File: config.mk
export PLATFORM = sky130hd
export DESIGN_NAME = captura_operandos_n
export DESIGN_NICKNAME = d
export VERILOG_FILES = /design/src/rtl/captura_operandos_n.sv
export SDC_FILE = /design/constraint.sdc
export NUM_CORES = 1
export LEC_CHECK = 0
export ABC_AREA = 1
export CAP_MARGIN = 40
export CORE_MARGIN = 1.5
export CORE_UTILIZATION = 40
export CTS_BUF_LIST = sky130_fd_sc_hd__clkbuf_16
export DETAILED_ROUTE_END_ITERATION = 8
export GPL_TIMING_DRIVEN = 0
export PLACE_DENSITY_LB_ADDON = 0.25
export SETUP_SLACK_MARGIN = 0.2
export SLEW_MARGIN = 30
export SYNTH_ARGS = -nofsm -noshare
export SYNTH_HDL_FRONTEND = slang
export SYNTH_SLANG_ARGS = --single-unit
File: constraint.sdc
create_clock -name clk -period 2.5 [get_ports clk]
set_input_delay 0.375 -clock clk [delete_from_list [all_inputs] [get_ports clk]]
set_output_delay 0.375 -clock clk [all_outputs]
set_load 0.005 [all_outputs]
File: src/rtl/captura_operandos_n.sv
// rtl/captura_operandos_n.sv - keypad operand capture with decimal-to-binary conversion and ready/ack handoff
//
// Collects NUM_OPERANDS decimal operands of up to DIGITS digits each from debounced
// keypad strobes. Each operand is converted to binary as its digits arrive. Once every
// operand is closed, the block holds them stable and waits for the consumer's ack.
//
// Ports:
//   clk, rst        clock; synchronous active-high reset
//   tecla           key code, valid only while tecla_valida=1
//   tecla_valida    one-cycle key strobe
//   ack             consumer took the operands (only meaningful in DONE)
//   operands        packed operands, operand k at [k*OP_W +: OP_W]
//   ready_operands  all operands captured and stable
//   op_idx          index of the operand being entered
//   digit_cnt       digits entered in the current operand
//   cur_value       binary value of the operand in progress
//   key_ignored     one-cycle pulse: the strobed key had no effect
module captura_operandos_n #(
  parameter int         NUM_OPERANDS = 2,
  parameter int         DIGITS       = 2,
  parameter int         OP_W         = 7,
  parameter logic [3:0] KEY_ENTER    = 4'hA,
  parameter logic [3:0] KEY_BACK     = 4'hB,
  parameter logic [3:0] KEY_CLEAR    = 4'hC
) (
  input  logic                                  clk,
  input  logic                                  rst,
  input  logic [3:0]                            tecla,
  input  logic                                  tecla_valida,
  input  logic                                  ack,
  output logic [NUM_OPERANDS*OP_W-1:0]          operands,
  output logic                                  ready_operands,
  output logic [$clog2(NUM_OPERANDS+1)-1:0]     op_idx,
  output logic [$clog2(DIGITS+1)-1:0]           digit_cnt,
  output logic [OP_W-1:0]                       cur_value,
  output logic                                  key_ignored
);

  localparam int IDX_W = $clog2(NUM_OPERANDS+1);
  localparam int CNT_W = $clog2(DIGITS+1);

  typedef enum logic {CAPTURE, DONE} state_t;

  state_t                       state_q, state_d;
  logic [NUM_OPERANDS*OP_W-1:0] ops_d;
  logic [IDX_W-1:0]             idx_d;
  logic [CNT_W-1:0]             cnt_d;
  logic [OP_W-1:0]              cur_d;
  logic                         ign_d;

  assign ready_operands = (state_q == DONE);

  always_ff @(posedge clk) begin
    if (rst) begin
      state_q     <= CAPTURE;
      operands    <= '0;
      op_idx      <= '0;
      digit_cnt   <= '0;
      cur_value   <= '0;
      key_ignored <= 1'b0;
    end else begin
      state_q     <= state_d;
      operands    <= ops_d;
      op_idx      <= idx_d;
      digit_cnt   <= cnt_d;
      cur_value   <= cur_d;
      key_ignored <= ign_d;
    end
  end

  always_comb begin
    state_d = state_q;
    ops_d   = operands;
    idx_d   = op_idx;
    cnt_d   = digit_cnt;
    cur_d   = cur_value;
    ign_d   = 1'b0;

    if (tecla_valida && tecla == KEY_CLEAR) begin
      // Clear wins in every state, including over a simultaneous ack.
      state_d = CAPTURE;
      ops_d   = '0;
      idx_d   = '0;
      cnt_d   = '0;
      cur_d   = '0;
    end else if (state_q == DONE) begin
      if (ack) begin
        state_d = CAPTURE;
        ops_d   = '0;
        idx_d   = '0;
        cnt_d   = '0;
        cur_d   = '0;
      end
      // Any non-clear key while operands are frozen is dropped, even alongside ack.
      if (tecla_valida) ign_d = 1'b1;
    end else if (tecla_valida) begin
      if (tecla == KEY_ENTER) begin
        for (int k = 0; k < NUM_OPERANDS; k++) begin
          if (op_idx == IDX_W'(k)) ops_d[k*OP_W +: OP_W] = cur_value;
        end
        cur_d = '0;
        cnt_d = '0;
        if (op_idx < IDX_W'(NUM_OPERANDS-1)) idx_d = op_idx + IDX_W'(1);
        else                                 state_d = DONE;
      end else if (tecla == KEY_BACK) begin
        if (digit_cnt != '0) begin
          cur_d = cur_value / OP_W'(10);
          cnt_d = digit_cnt - CNT_W'(1);
        end else begin
          ign_d = 1'b1;
        end
      end else if (tecla <= 4'd9) begin
        if (digit_cnt < CNT_W'(DIGITS)) begin
          // OP_W is sized so DIGITS digits never overflow; modular arithmetic at OP_W
          // gives the same low bits as a wider product.
          cur_d = cur_value * OP_W'(10) + OP_W'(tecla);
          cnt_d = digit_cnt + CNT_W'(1);
        end else begin
          ign_d = 1'b1;
        end
      end else begin
        ign_d = 1'b1;
      end
    end
  end

endmodule

# == Word-level counts from Yosys, hierarchy flattened ==
# Index checks and enable logic that the tools add are counted.
# totals
inputBits,8
regBits,27
out_inout_bits,27
wordCells,76
# classes
n_reduce_logical,15
magnitude_cmp,3
muxes,39
mul,1
n_eq_ne,6
add_sub_neg,4
div_mod_pow,1
# op_table
operator,n
two-way mux 7 bit,10
two-way mux 14 bit,4
two-way mux 2 bit,12
two-way mux 1 bit,13
== test 4 bit (second input constant),3
AND reduction 4 bit,3
nonzero test 2 bit,6
nonzero test 4 bit,2
adder 7 x 4 -> 7 bit,1
divider 7 x 4 -> 7 bit (second input constant),1
multiplier 7 x 3 -> 6 bit (second input constant),1
AND reduction 5 bit,1
adder 2 x 1 -> 2 bit (second input constant),2
<= comparator 4 bit (second input constant),1
inequality test 4 x 3 -> 1 bit (second input constant),1
== test 2 x 1 -> 1 bit (second input constant),1
zero test 2 bit,1
less-than comparator 2 x 1 -> 1 bit (second input constant),1
less-than comparator 2 bit (second input constant),1
inequality test 2 bit (second input constant),1
OR reduction 2 bit,1
subtractor 2 x 1 -> 2 bit (second input constant),1
logical AND 1 bit,1

# == Logic depth before layout (Yosys ltp) ==
# depth
depth_word,8
depth_mapped,15
ltp_nobuf,15

# == Least setup slack after synthesis ==
# No wires, ideal clock.
# synth_timing
path_kind,register to register
from,register cur_value[1]
to,register cur_value[6]
path_buffers,0
stages_incl_launch_ff,10
required_ns,2.381
setup_ns,0.119
path_slack_ns,0.512
arrival_time_ns,1.869
period_less_slack_ns,1.988
cell_sequence,dfxtp_1 -> ha_1 -> ha_1 -> inv_1 -> fa_1 -> xnor2_1 -> xnor2_1 -> or2_2 -> nand3_1 -> a21oi_1
# synth_via
elab_chain_len,8
word_cells_on_any_way,10
classes_between,add/sub (1); mul (1); div (1); mux (7)
# synth_lines
element,line_no,rtl
"start, declared",35,"output logic [OP_W-1:0] cur_value,"
"start signal, assigned",66,cur_value <= cur_d;
"parallel branches: the longest is 4 deep, another holds divider 7 x 4 -> 7 bit",--,
two-way mux 7 bit (*),105,end else if (tecla == KEY_BACK) begin
two-way mux 7 bit (*),97,if (tecla == KEY_ENTER) begin
two-way mux 7 bit (*),96,end else if (tecla_valida) begin
two-way mux 7 bit (*),86,end else if (state_q == DONE) begin
# Every way passes the cells marked *. The select of a mux whose other input is x is not followed.
# A chain may end at the register's enable or synchronous reset.

# == Worst setup path after layout ==
# layout_timing
from,input tecla[3]
to,register cur_value[4]
# layout_via
elab_chain_len,7
word_cells_on_any_way,17
classes_between,add/sub (1); order compare (1); eq/ne (4); mux (6); reduce/logical (5)
# layout_lines
element,line_no,rtl
"start, declared",28,"input logic [3:0] tecla,"
adder 7 x 4 -> 7 bit,116,cur_d = cur_value * OP_W'(10) + OP_W'(tecla);
two-way mux 7 bit,113,if (digit_cnt < CNT_W'(DIGITS)) begin
two-way mux 7 bit,112,end else if (tecla <= 4'd9) begin
two-way mux 7 bit,105,
two-way mux 7 bit,97,
two-way mux 7 bit,96,
two-way mux 7 bit,86,
# Several ways; a longest one is shown, not always the timed one. The select of a mux whose other input is x is not followed.

==> results.yml <==
sta:
  fmax_ghz: 0.464
  rsz0062_at_grt: "false"
  skew_ns: 0.00364
  slew_viol_final: 0
  maxSlewHeadroom_pct: 68.0
  setup_violations: 0
  hold_violations: 0
  period_share_pct: 86.2
  fin_tns_setup_ns: 0
  fin_crit_ns: 2.16
  tightest_slew_ns: 0.481
critical_path:
  rrSetupSlack_ns: 0.41
  cp_max_fo: 10
  cp.required_ns: 2.63
  critPathKind: "primary input to flop"
  worstPathArrival_ns: 2.29
  r2r-end: "cur_value[6]$_SDFFE_PP0P_"
  endpoint_kind: "flop"
  r2r-start: "cur_value[2]$_SDFFE_PP0P_"
  rr_worst_depth: 10
  cp-start-kind: "primary input"
logic_synthesis:
  synth_xor_area_share_pct: 2.64
  synthAdderAreaFrac_pct: 9.95
  netlist.area_leader.share_pct: 32.6
  synth_seq_cells: 27
  synth_top_family_by_area: "simple AND/OR/NAND/NOR gates"
  ys_seq_area_share_pct: 32.6
  synth_common_cells: "nand2_1, nor2_1, dfxtp_1"
  syn-num-nets: 249
  synth_largest_area_cell: "dfxtp_1"
  synth_edf_count: 0
  synth_cells: 229
  synth_compound_area_share_pct: 20.3
  synthArstFlopShare_pct: 0
  yosys_warnings: 0
  yosys.area_share.simple_pct: 24.5
  netlist_area_um2: 1660
  synth_ff_type: "dfxtp_1"
  synth.avg_cell_area_um2: 7.24
  muxShareOfSynthArea_pct: 0
  yosysMostFrequentCell: "nand2_1"
  synth_area_leaders: "dfxtp_1, ha_1, nand2_1"
  yosysUniqueCellTypes: 35
finish:
  final_cell_area_um2: 2160
  postLayoutCoreUtil_pct: 54.0
  drive_gt1_share_pct: 14.2
  nets: 288
  diodes: 0
  syn2layout_area_growth_pct: 30.1
power_and_ir_drop:
  p_leak_nw: 0.918
  vdd_drop_max_v: 0.000264
  p_sw_uw: 371
  combPwrFrac_pct: 28.5
  p_sw_share_pct: 30.9
  internal-power_uw: 828
  seqPwrFrac_pct: 40.7
  p_clk_share_pct: 30.7
  powerDensity_nw_per_um2: 555
floorplan:
  die_w_um: 67.4
  io-pin-count: 35
  core_um2: 4000
  rows: 23
  start_util_pct: 41.5
  die_height_um: 67.4
  dieArea_um2: 4540
min_path:
  holdPathStages: 2
  holdPathEnd: "operands[9]$_SDFFE_PP0P_"
  hold_class: "flop to flop"
  hold_start: "operands[9]$_SDFFE_PP0P_"
status:
  status: "finished, final reports clean"
global_routing:
  overflow: 0
  grt_pass1_wl_mm: 6.56
  globalRouteTotalUtil_pct: 18.9
  grt_max_degree: 17
  first_global_vias: 1472
  antenna_found_initial: 0
place:
  postPlaceCellArea_um2: 2060
  io_buffers: 34
  hpwl_mm: 2.90
  place_congestion: 0.899
clock_tree:
  clock_path_buffers: 2
  h-tree-depth: 1
  cts_tree: "built"
  cts_buffers: 3
  insertion_delay_ns: 0.26
  path_clk_slew_ns: 0.07
  post_cts_buffers: 0
  cts_root_buf: "clkbuf_16"
  postCtsHoldBufs: 0
  cts.sinks: 27
job:
  drv_cap: 0
route:
  wl_mm: 3.84
  vias: 1589
  dr.pass1.iters: 4
  wire_per_inst_um: 12.1
  drt_iter0_drc: 83
  ant_nets: 0
  avgViaCountPerCell: 5.01
  drc: 0
cell usage in the layout, fill, tap and decap left out, types with 3 or more instances in the layout:
cell type,count
a211oi_1,4
a21oi_1,22
clkbuf_16,3
clkdlybuf4s50_1,33
dfxtp_1,24
dfxtp_2,3
ha_1,10
inv_1,25
inv_2,9
nand2_1,30
nand2_2,3
nand3_1,11
nor2_1,29
nor2_4,4
o21ai_0,16
o21ai_1,7
xnor2_1,3
critical path: stages:
cell and delay (ns):
clkdlybuf4s50_1 0.52, nand2_2 0.10, nor2_4 0.12, inv_2 0.09, nor2_4 0.14, inv_2 0.08, ha_1 0.18, nand3b_1 0.15
nand2_1 0.08, o21ai_2 0.07, buf_6 0.16, a31oi_2 0.17, a211oi_2 0.05
metal layers:
| metal | track usage, % | up-vias | wire [µm] |
|---|---|---|---|
| met2 | 30.9 | 40 | 1760 |
| met5 | 0 | - | 0 |
| met1 | 25.4 | 718 | 1900 |
| met4 | 5.87 | 0 | 22 |
| li1 | - | 829 | - |
| met3 | 3.33 | 2 | 149 |
power by group through the flow:
stage / Combinational, mW / Clock, mW / Sequential [mW]
finish: 0.342 / 0.368 / 0.488
CTS: 0.338 / 0.374 / 0.487
detailed placement: 0.334 / 0 / 0.497
floorplan: 0.230 / 0 / 0.490
global route: 0.393 / 0.395 / 0.493
global placement: 0.330 / 0 / 0.497
how the worst max path moves through the flow:
stage	slack, ns	cells after the start	start	to
after floorplan	0.51	9	cur_value[1]$_SDFFE_PP0P_	cur_value[6]$_SDFFE_PP0P_
after global placement	0.05	13	tecla[1]	cur_value[4]$_SDFFE_PP0P_
after detailed placement	0.04	13	tecla[1]	cur_value[4]$_SDFFE_PP0P_
after CTS	0.30	9	tecla[2]	operands[11]$_SDFFE_PP0P_
after global routing	0.22	13	tecla[3]	cur_value[4]$_SDFFE_PP0P_
final	0.34	13	tecla[3]	cur_value[4]$_SDFFE_PP0P_
registers in the layout, indices dropped and copies added (netlist names):
signal,count
cur_value,7
ready_operands,1
key_ignored,1
operands,14
op_idx,2
digit_cnt,2
cell type report:
cell class	instances	area (µm²)
fill	388	1840
tap	50	62.6
buffer	4	25.0
clock buffer	3	75.1
clock inverter	1	7.51
timing repair buffer	34	343
multi-input combinational	162	958
sequential	27	544
inverter	36	143
cell families after synthesis:
| family | Yosys count |
|---|---|
| simple gates | 87 |
| compound gates | 58 |
| buf+inv | 40 |
| flops | 27 |
| fa+ha+maj | 12 |
| xor+xnor | 5 |
metrics by stage:
| step | power (mW) | cells | hold WS [ns] | setup slack (ns) |
|---|---|---|---|---|
| 6_report | 1.20 | 317 | 0.447 | 0.345 |
| 5_1_grt | 1.28 | 317 | 0.461 | 0.219 |
| 4_1_cts | 1.20 | 317 | 0.451 | 0.302 |
| 3_5_place_dp | 0.831 | 313 | 0.440 | 0.0352 |
| 3_3_place_gp | 0.827 | 313 | 0.438 | 0.0493 |
| 2_1_floorplan | 0.720 | 229 | 0.440 | 0.512 |
repair_timing:
action	in CTS	in global routing
hold endpoints to repair	0	0
endpoints found under the setup margin	0	15
resized for setup	0	8
Note: power is estimated with default switching activity, not from simulation.
